### src/rtl/fir_pkg.sv
// Shared types and constants for the FIR configuration sequencer and its staging bank.
package fir_pkg;

  localparam int unsigned DEFAULT_DATA_W        = 8;
  localparam int unsigned DEFAULT_MAX_TAPS      = 16;
  localparam int unsigned DEFAULT_DRAIN_TIMEOUT = 64;
  localparam int unsigned CFG_WORDS             = DEFAULT_MAX_TAPS + 1;
  localparam logic [4:0]  TAP_ADDR              = 5'd0;

  typedef enum logic [2:0] {
    StIdle,
    StRun,
    StDrain,
    StCfgStart,
    StCfgLoad,
    StCfgEnd
  } state_e;

endpackage

### src/rtl/fir_cfg_bank.sv
// Staging register file: word 0 is the tap code, words 1..MAX_TAPS the coefficients.
// Reads of coefficients past the tap code return zero so unused FIR slots are cleared.
module fir_cfg_bank
  import fir_pkg::*;
#(
  parameter int unsigned DATA_W  = DEFAULT_DATA_W,
  parameter int unsigned N_WORDS = CFG_WORDS
) (
  input  logic              clk,
  input  logic              rst_n,
  input  logic              i_wr_en,
  input  logic [4:0]        i_wr_addr,
  input  logic [DATA_W-1:0] i_wr_data,
  input  logic [4:0]        i_rd_addr,
  output logic [DATA_W-1:0] o_rd_data
);

  logic [DATA_W-1:0] r_words [N_WORDS];
  logic [4:0]        w_coef_idx;

  always_ff @(posedge clk) begin
    if (!rst_n) begin
      for (int i = 0; i < int'(N_WORDS); i++) begin
        r_words[i] <= '0;
      end
    end else if (i_wr_en && (32'(i_wr_addr) < N_WORDS)) begin
      r_words[i_wr_addr] <= i_wr_data;
    end
  end

  always_comb begin
    o_rd_data  = '0;
    w_coef_idx = i_rd_addr - 5'd1;
    if (i_rd_addr == TAP_ADDR) begin
      o_rd_data = r_words[TAP_ADDR];
    end else if ((32'(i_rd_addr) < N_WORDS) &&
                 (32'(w_coef_idx) <= 32'(r_words[TAP_ADDR]))) begin
      o_rd_data = r_words[i_rd_addr];
    end
  end

endmodule

### src/rtl/fir_cfg_sequencer.sv
// Arbitrates the FIR input bus between ADC samples and configuration loads:
// on commit it drains the in-flight sample, streams the staged words, then resumes samples.
module fir_cfg_sequencer
  import fir_pkg::*;
#(
  parameter int unsigned DATA_W        = DEFAULT_DATA_W,
  parameter int unsigned MAX_TAPS      = DEFAULT_MAX_TAPS,
  parameter int unsigned DRAIN_TIMEOUT = DEFAULT_DRAIN_TIMEOUT
) (
  input  logic              clk,
  input  logic              rst_n,
  input  logic              i_cfg_wr_en,
  input  logic [4:0]        i_cfg_wr_addr,
  input  logic [DATA_W-1:0] i_cfg_wr_data,
  input  logic              i_cfg_commit,
  output logic              o_cfg_busy,
  output logic              o_cfg_loaded,
  output logic              o_cfg_done,
  output logic              o_drain_timeout,
  input  logic              i_adc_valid,
  input  logic [DATA_W-1:0] i_adc_data,
  output logic              o_adc_ready,
  output logic [DATA_W-1:0] o_fir_data_in,
  output logic              o_fir_enable,
  output logic              o_fir_configuration,
  output logic              o_fir_config_data_enable,
  input  logic              i_fir_done
);

  localparam int unsigned TmoW    = $clog2(DRAIN_TIMEOUT + 1);
  localparam logic [4:0]  LastIdx = 5'(MAX_TAPS);

  state_e            r_state;
  logic [4:0]        r_idx;
  logic [TmoW-1:0]   r_tmo_cnt;
  logic              r_inflight;
  logic              r_fir_done_q;
  logic              r_cfg_busy;
  logic              r_cfg_loaded;
  logic              r_cfg_done;
  logic              r_drain_timeout;
  logic [DATA_W-1:0] r_fir_data_in;
  logic              r_fir_enable;
  logic              r_fir_configuration;
  logic              r_fir_cde;

  logic              w_adc_ready;
  logic              w_xfer;
  logic              w_done_rise;
  logic [4:0]        w_rd_addr;
  logic [DATA_W-1:0] w_rd_data;

  // Read address runs one word ahead so the registered bus shows word[r_idx].
  assign w_rd_addr   = (r_state == StCfgStart) ? TAP_ADDR : r_idx + 5'd1;
  assign w_adc_ready = (r_state == StRun) && i_fir_done && !r_inflight && !i_cfg_commit;
  assign w_xfer      = w_adc_ready && i_adc_valid;
  assign w_done_rise = i_fir_done && !r_fir_done_q;

  fir_cfg_bank #(
    .DATA_W  (DATA_W),
    .N_WORDS (MAX_TAPS + 1)
  ) u_bank (
    .clk       (clk),
    .rst_n     (rst_n),
    .i_wr_en   (i_cfg_wr_en && !r_cfg_busy),
    .i_wr_addr (i_cfg_wr_addr),
    .i_wr_data (i_cfg_wr_data),
    .i_rd_addr (w_rd_addr),
    .o_rd_data (w_rd_data)
  );

  always_ff @(posedge clk) begin
    if (!rst_n) begin
      r_state             <= StIdle;
      r_idx               <= '0;
      r_tmo_cnt           <= '0;
      r_inflight          <= 1'b0;
      r_fir_done_q        <= 1'b0;
      r_cfg_busy          <= 1'b0;
      r_cfg_loaded        <= 1'b0;
      r_cfg_done          <= 1'b0;
      r_drain_timeout     <= 1'b0;
      r_fir_data_in       <= '0;
      r_fir_enable        <= 1'b0;
      r_fir_configuration <= 1'b0;
      r_fir_cde           <= 1'b0;
    end else begin
      r_fir_done_q        <= i_fir_done;
      r_fir_enable        <= 1'b0;
      r_fir_configuration <= 1'b0;
      r_fir_cde           <= 1'b0;
      r_cfg_done          <= 1'b0;

      if (w_done_rise) begin
        r_inflight <= 1'b0;
      end
      if (w_xfer) begin
        r_inflight    <= 1'b1;
        r_fir_enable  <= 1'b1;
        r_fir_data_in <= i_adc_data;
      end

      unique case (r_state)
        StIdle, StRun: begin
          if (i_cfg_commit) begin
            r_state         <= StDrain;
            r_cfg_busy      <= 1'b1;
            r_tmo_cnt       <= '0;
            r_drain_timeout <= 1'b0;
          end
        end
        StDrain: begin
          if (!r_inflight) begin
            r_state             <= StCfgStart;
            r_fir_configuration <= 1'b1;
          end else if (r_tmo_cnt == TmoW'(DRAIN_TIMEOUT)) begin
            // FIR never reported completion: abandon the sample and load anyway.
            r_drain_timeout     <= 1'b1;
            r_inflight          <= 1'b0;
            r_state             <= StCfgStart;
            r_fir_configuration <= 1'b1;
          end else begin
            r_tmo_cnt <= r_tmo_cnt + 1'b1;
          end
        end
        StCfgStart: begin
          r_state       <= StCfgLoad;
          r_idx         <= '0;
          r_fir_cde     <= 1'b1;
          r_fir_data_in <= w_rd_data;
        end
        StCfgLoad: begin
          if (r_idx == LastIdx) begin
            r_state    <= StCfgEnd;
            r_cfg_done <= 1'b1;
          end else begin
            r_idx         <= r_idx + 5'd1;
            r_fir_cde     <= 1'b1;
            r_fir_data_in <= w_rd_data;
          end
        end
        StCfgEnd: begin
          r_state      <= StRun;
          r_cfg_busy   <= 1'b0;
          r_cfg_loaded <= 1'b1;
        end
        default: r_state <= StIdle;
      endcase
    end
  end

  assign o_cfg_busy               = r_cfg_busy;
  assign o_cfg_loaded             = r_cfg_loaded;
  assign o_cfg_done               = r_cfg_done;
  assign o_drain_timeout          = r_drain_timeout;
  assign o_adc_ready              = w_adc_ready;
  assign o_fir_data_in            = r_fir_data_in;
  assign o_fir_enable             = r_fir_enable;
  assign o_fir_configuration      = r_fir_configuration;
  assign o_fir_config_data_enable = r_fir_cde;

endmodule

### config.mk
export PLATFORM = sky130hd
export DESIGN_NAME = fir_cfg_sequencer
export DESIGN_NICKNAME = d
export VERILOG_FILES = /design/src/rtl/fir_pkg.sv /design/src/rtl/fir_cfg_bank.sv /design/src/rtl/fir_cfg_sequencer.sv
export SDC_FILE = /design/constraint.sdc
export NUM_CORES = 1
export LEC_CHECK = 0
export ABC_AREA = 1
export CAP_MARGIN = 5
export CORE_ASPECT_RATIO = 0.75
export CORE_MARGIN = 2
export CORE_UTILIZATION = 60
export CTS_BUF_LIST = sky130_fd_sc_hd__clkbuf_4
export DETAILED_ROUTE_END_ITERATION = 10
export DONT_BUFFER_PORTS = 1
export PLACE_DENSITY = 0.76
export SLEW_MARGIN = 20
export SYNTH_ARGS = -nofsm -noshare
export SYNTH_HDL_FRONTEND = slang
export SYNTH_SLANG_ARGS = --single-unit
### constraint.sdc
create_clock -name clk -period 3.3 [get_ports clk]
set_input_delay 0.33 -clock clk [delete_from_list [all_inputs] [get_ports clk]]
set_output_delay 0.33 -clock clk [all_outputs]
set_load 0.01 [all_outputs]
==> metrics.txt <==
FF-to-FF path depth=22; Antenna Cells=0; Routed WL=23,200 um; clock share of power=28.0%; switching share of power=27.1%; Setup crit start kind=flop; CP required=3840 ps; register share of total power=62.4%; first-pass GRT wire length=36,100 um; setup violators final=0; Via-to-Cell Ratio=5.61; sequential area share after synthesis=57.7%; cts bufs inserted=17; Post-Synthesis Cells=1,068; Pins Over Slew Limit=0; First-pass DRT Iterations=6; clock slew at reported path FFs=150 ps; Top delay family on crit path=simple AND/OR/NAND/NOR gates; worst vdd ir=0.363 mV; f_max=334 MHz; post-layout min period=2990 ps; final net count=1,130; Starting Density=61.8%; cell repeated most along the worst path=nand2_1; Most used DFF post-synth=edfxtp_1; Syn. warnings=0; Die X=146 um; fin util=66.7%; fin cells=1,307; WHS Path Cells=3; Lkg Pwr=4.14 nW; worst-skew pair later-pin latency=620 ps; final worst path period share=90.7%; Congestion Overflow GR=0; row count=38; Max stage delay on crit path=380 ps; initial antenna violation count=0; Gate power share=9.6%; Routed Antenna Nets=0; num ports=43; CTS tree=yes; crit path cell chain=buf_4 -> inv_2 -> ha_1 -> nand2_4 -> inv_2 -> nor2_4 -> nand2_4 -> nor2_8 -> inv_2 -> nand2_1 -> ha_1 -> nand2_1 -> inv_1 -> nand2_1 -> nand2_1 -> nand2_1 -> nand2_1 -> a21oi_2 -> nand2_1 -> nand2_1 -> nand2_1 -> a21oi_1; RSZ-0062 raised after global routing=no; post-synthesis register bit count=184; DRC=0; Post-synth EDFFs=152; Arr. time, crit path=3530 ps; CP bufs+invs=5; # clock sinks=184; post-route setup TNS=0 ps; status=complete, no violations; initial DRC count=1,000; Detail Placement HPWL=15,500 um; GRT Util Overall=30.1%; Power Total=4.23 mW; total number of vias=7,338; core area=0.0146 sq mm; relative max-transition margin=42.3%; Crit path depth=22; Slowest cell on crit path=dfxtp_1; largest net degree at the start of global routing=46; die area=0.0161 sq mm; CTS root buffer=clkbuf_4; storage element area=0.00520 sq mm; area of the multi-input gates=0.00333 sq mm; Placer Congestion=0.912; Placed Cells=1,255; Worst setup EP type=flop; Cell Pwr Density=435 mW/mm^2; vias in the first global route=6,655; crit path max fanout=12; Die Y=110 um; Final Skew=27.2 ps; critical path type=flop to flop; Pint=3.08 mW; Synth-to-Final Area Change=7.84%; fraction of layout cells with a size suffix above 1=6.05%; switching power=1.15 mW; port buffer count=0; CTS HTree Levels=4; actual slew at the worst max-slew pin=861 ps; Max Buffers Root-to-Sink=2; Wirelength per Cell=17.8 um; Yosys cell types=37; class of the worst hold path=primary input to flop; # fillers=1,232; Syn Std Cell Area=0.00903 sq mm; Synth async-reset ratio=0%; Max Cap Viol=0; Hold Fails Final Rpt=0; post-cts resize count=0; Syn Area/Cell=8.45 sq um
-- sequential cells by signal, summed over array words and instances, names as in the netlist --
register                  flops
o_fir_configuration           1
r_inflight                    1
o_fir_config_data_enable      1
o_cfg_loaded                  1
u_bank.r_words              152
o_cfg_busy                    1
r_tmo_cnt                     7
r_state                       3
o_fir_data_in                 8
r_idx                         5
o_cfg_done                    1
o_fir_enable                  1
r_fir_done_q                  1
o_drain_timeout               1
-- cells by family after synthesis --
family | synth area share, %
and+or+nand+nor | 31.3
other | 0.0415
adders and majority gates | 1.11
AOI/OAI and AO/OA | 3.44
buffers and inverters | 6.07
DFF | 57.7
xor gates and xnor gates | 0.388
-- path summary, 6_finish.rpt --
kind | start | end | slack, ps
setup / recovery | r_idx[0] | o_fir_data_in[6] | 310
hold reg to reg | r_tmo_cnt[5] | r_tmo_cnt[5] | 500
hold / removal | i_fir_done | r_inflight | 50
setup reg to reg | r_idx[0] | o_fir_data_in[6] | 310
-- synth_stat cells, types with 5 or more instances --
master,instances,share of area (%)
nand3_1,112,6.2
a21oi_1,31,1.7
dfxtp_1,32,7.1
ha_1,8,1.1
clkbuf_1,19,0.79
buf_1,7,0.29
buf_2,15,0.83
nor3_1,12,0.67
clkinv_1,10,0.42
nand2_1,345,14
inv_2,5,0.21
inv_1,81,3.4
nor2_1,180,7.5
edfxtp_1,152,51
nand4_1,11,0.76
o21ai_0,16,0.89
-- metrics by stage --
stage          instance area [sq um]  hold slack (ps)  setup WS (ps)
5_1_grt                         9740             74.9           18.3
4_1_cts                         9730             4.34            306
3_5_place_dp                    9270              429            350
2_1_floorplan                   9080              428            371
3_3_place_gp                    9270              425            479
6_report                        9740             49.3            307
-- power groups by stage --
stage / clock [mW] / sequential (mW) / combinational, mW
global route: 1.27 / 2.65 / 0.449
finish: 1.19 / 2.64 / 0.405
detailed placement: 0 / 2.69 / 0.375
global placement: 0 / 2.69 / 0.370
floorplan: 0 / 2.67 / 0.275
CTS: 1.19 / 2.64 / 0.398
-- cell usage in the layout (no fill, tap or decap), types with 4 or more instances in the layout --
cell,synthesis,layout
a21oi_1,31,31
o21ai_0,16,16
inv_2,5,5
inv_1,81,81
ha_1,8,8
conb_1,1,16
nand3_1,112,112
clkinv_1,10,12
edfxtp_1,152,152
nand2_1,345,344
nand4_1,11,11
clkbuf_4,0,17
dfxtp_1,32,32
nor2_1,180,180
clkinv_4,0,4
nor3_1,12,12
dlygate4sd3_1,0,20
buf_4,2,15
-- layout make-up --
type | instances | share of cell area (%)
Tap cell | 200 | 2.57
Clock inverter | 14 | 1.30
Timing Repair Buffer | 36 | 3.42
Sequential cell | 184 | 53.5
Multi-Input combinational cell | 760 | 34.2
Clock buffer | 17 | 1.31
Inverter | 96 | 3.70
-- worst min-delay path, stage by stage --
cell	delay (ps)
a21oi_1	40
nor2_1	180
nor3_1	70
-- routing by layer --
layer | share of wire [%] | GRT usage [%] | up-vias
met2 | 44 | 44.7 | 396
met1 | 44 | 44.6 | 3386
met3 | 11 | 6.34 | 42
met5 | 0 | 0 | -
li1 | - | - | 3514
met4 | 2.0 | 10.2 | 0
-- repair_timing --
action | 4_1_cts | 5_1_grt
endpoints found under the setup margin | 0 | 1
hold buffers | 20 | 0
setup buffers | 0 | 1
endpoints found under the hold margin | 34 | 0
Note: power is estimated with default switching activity, not from simulation.
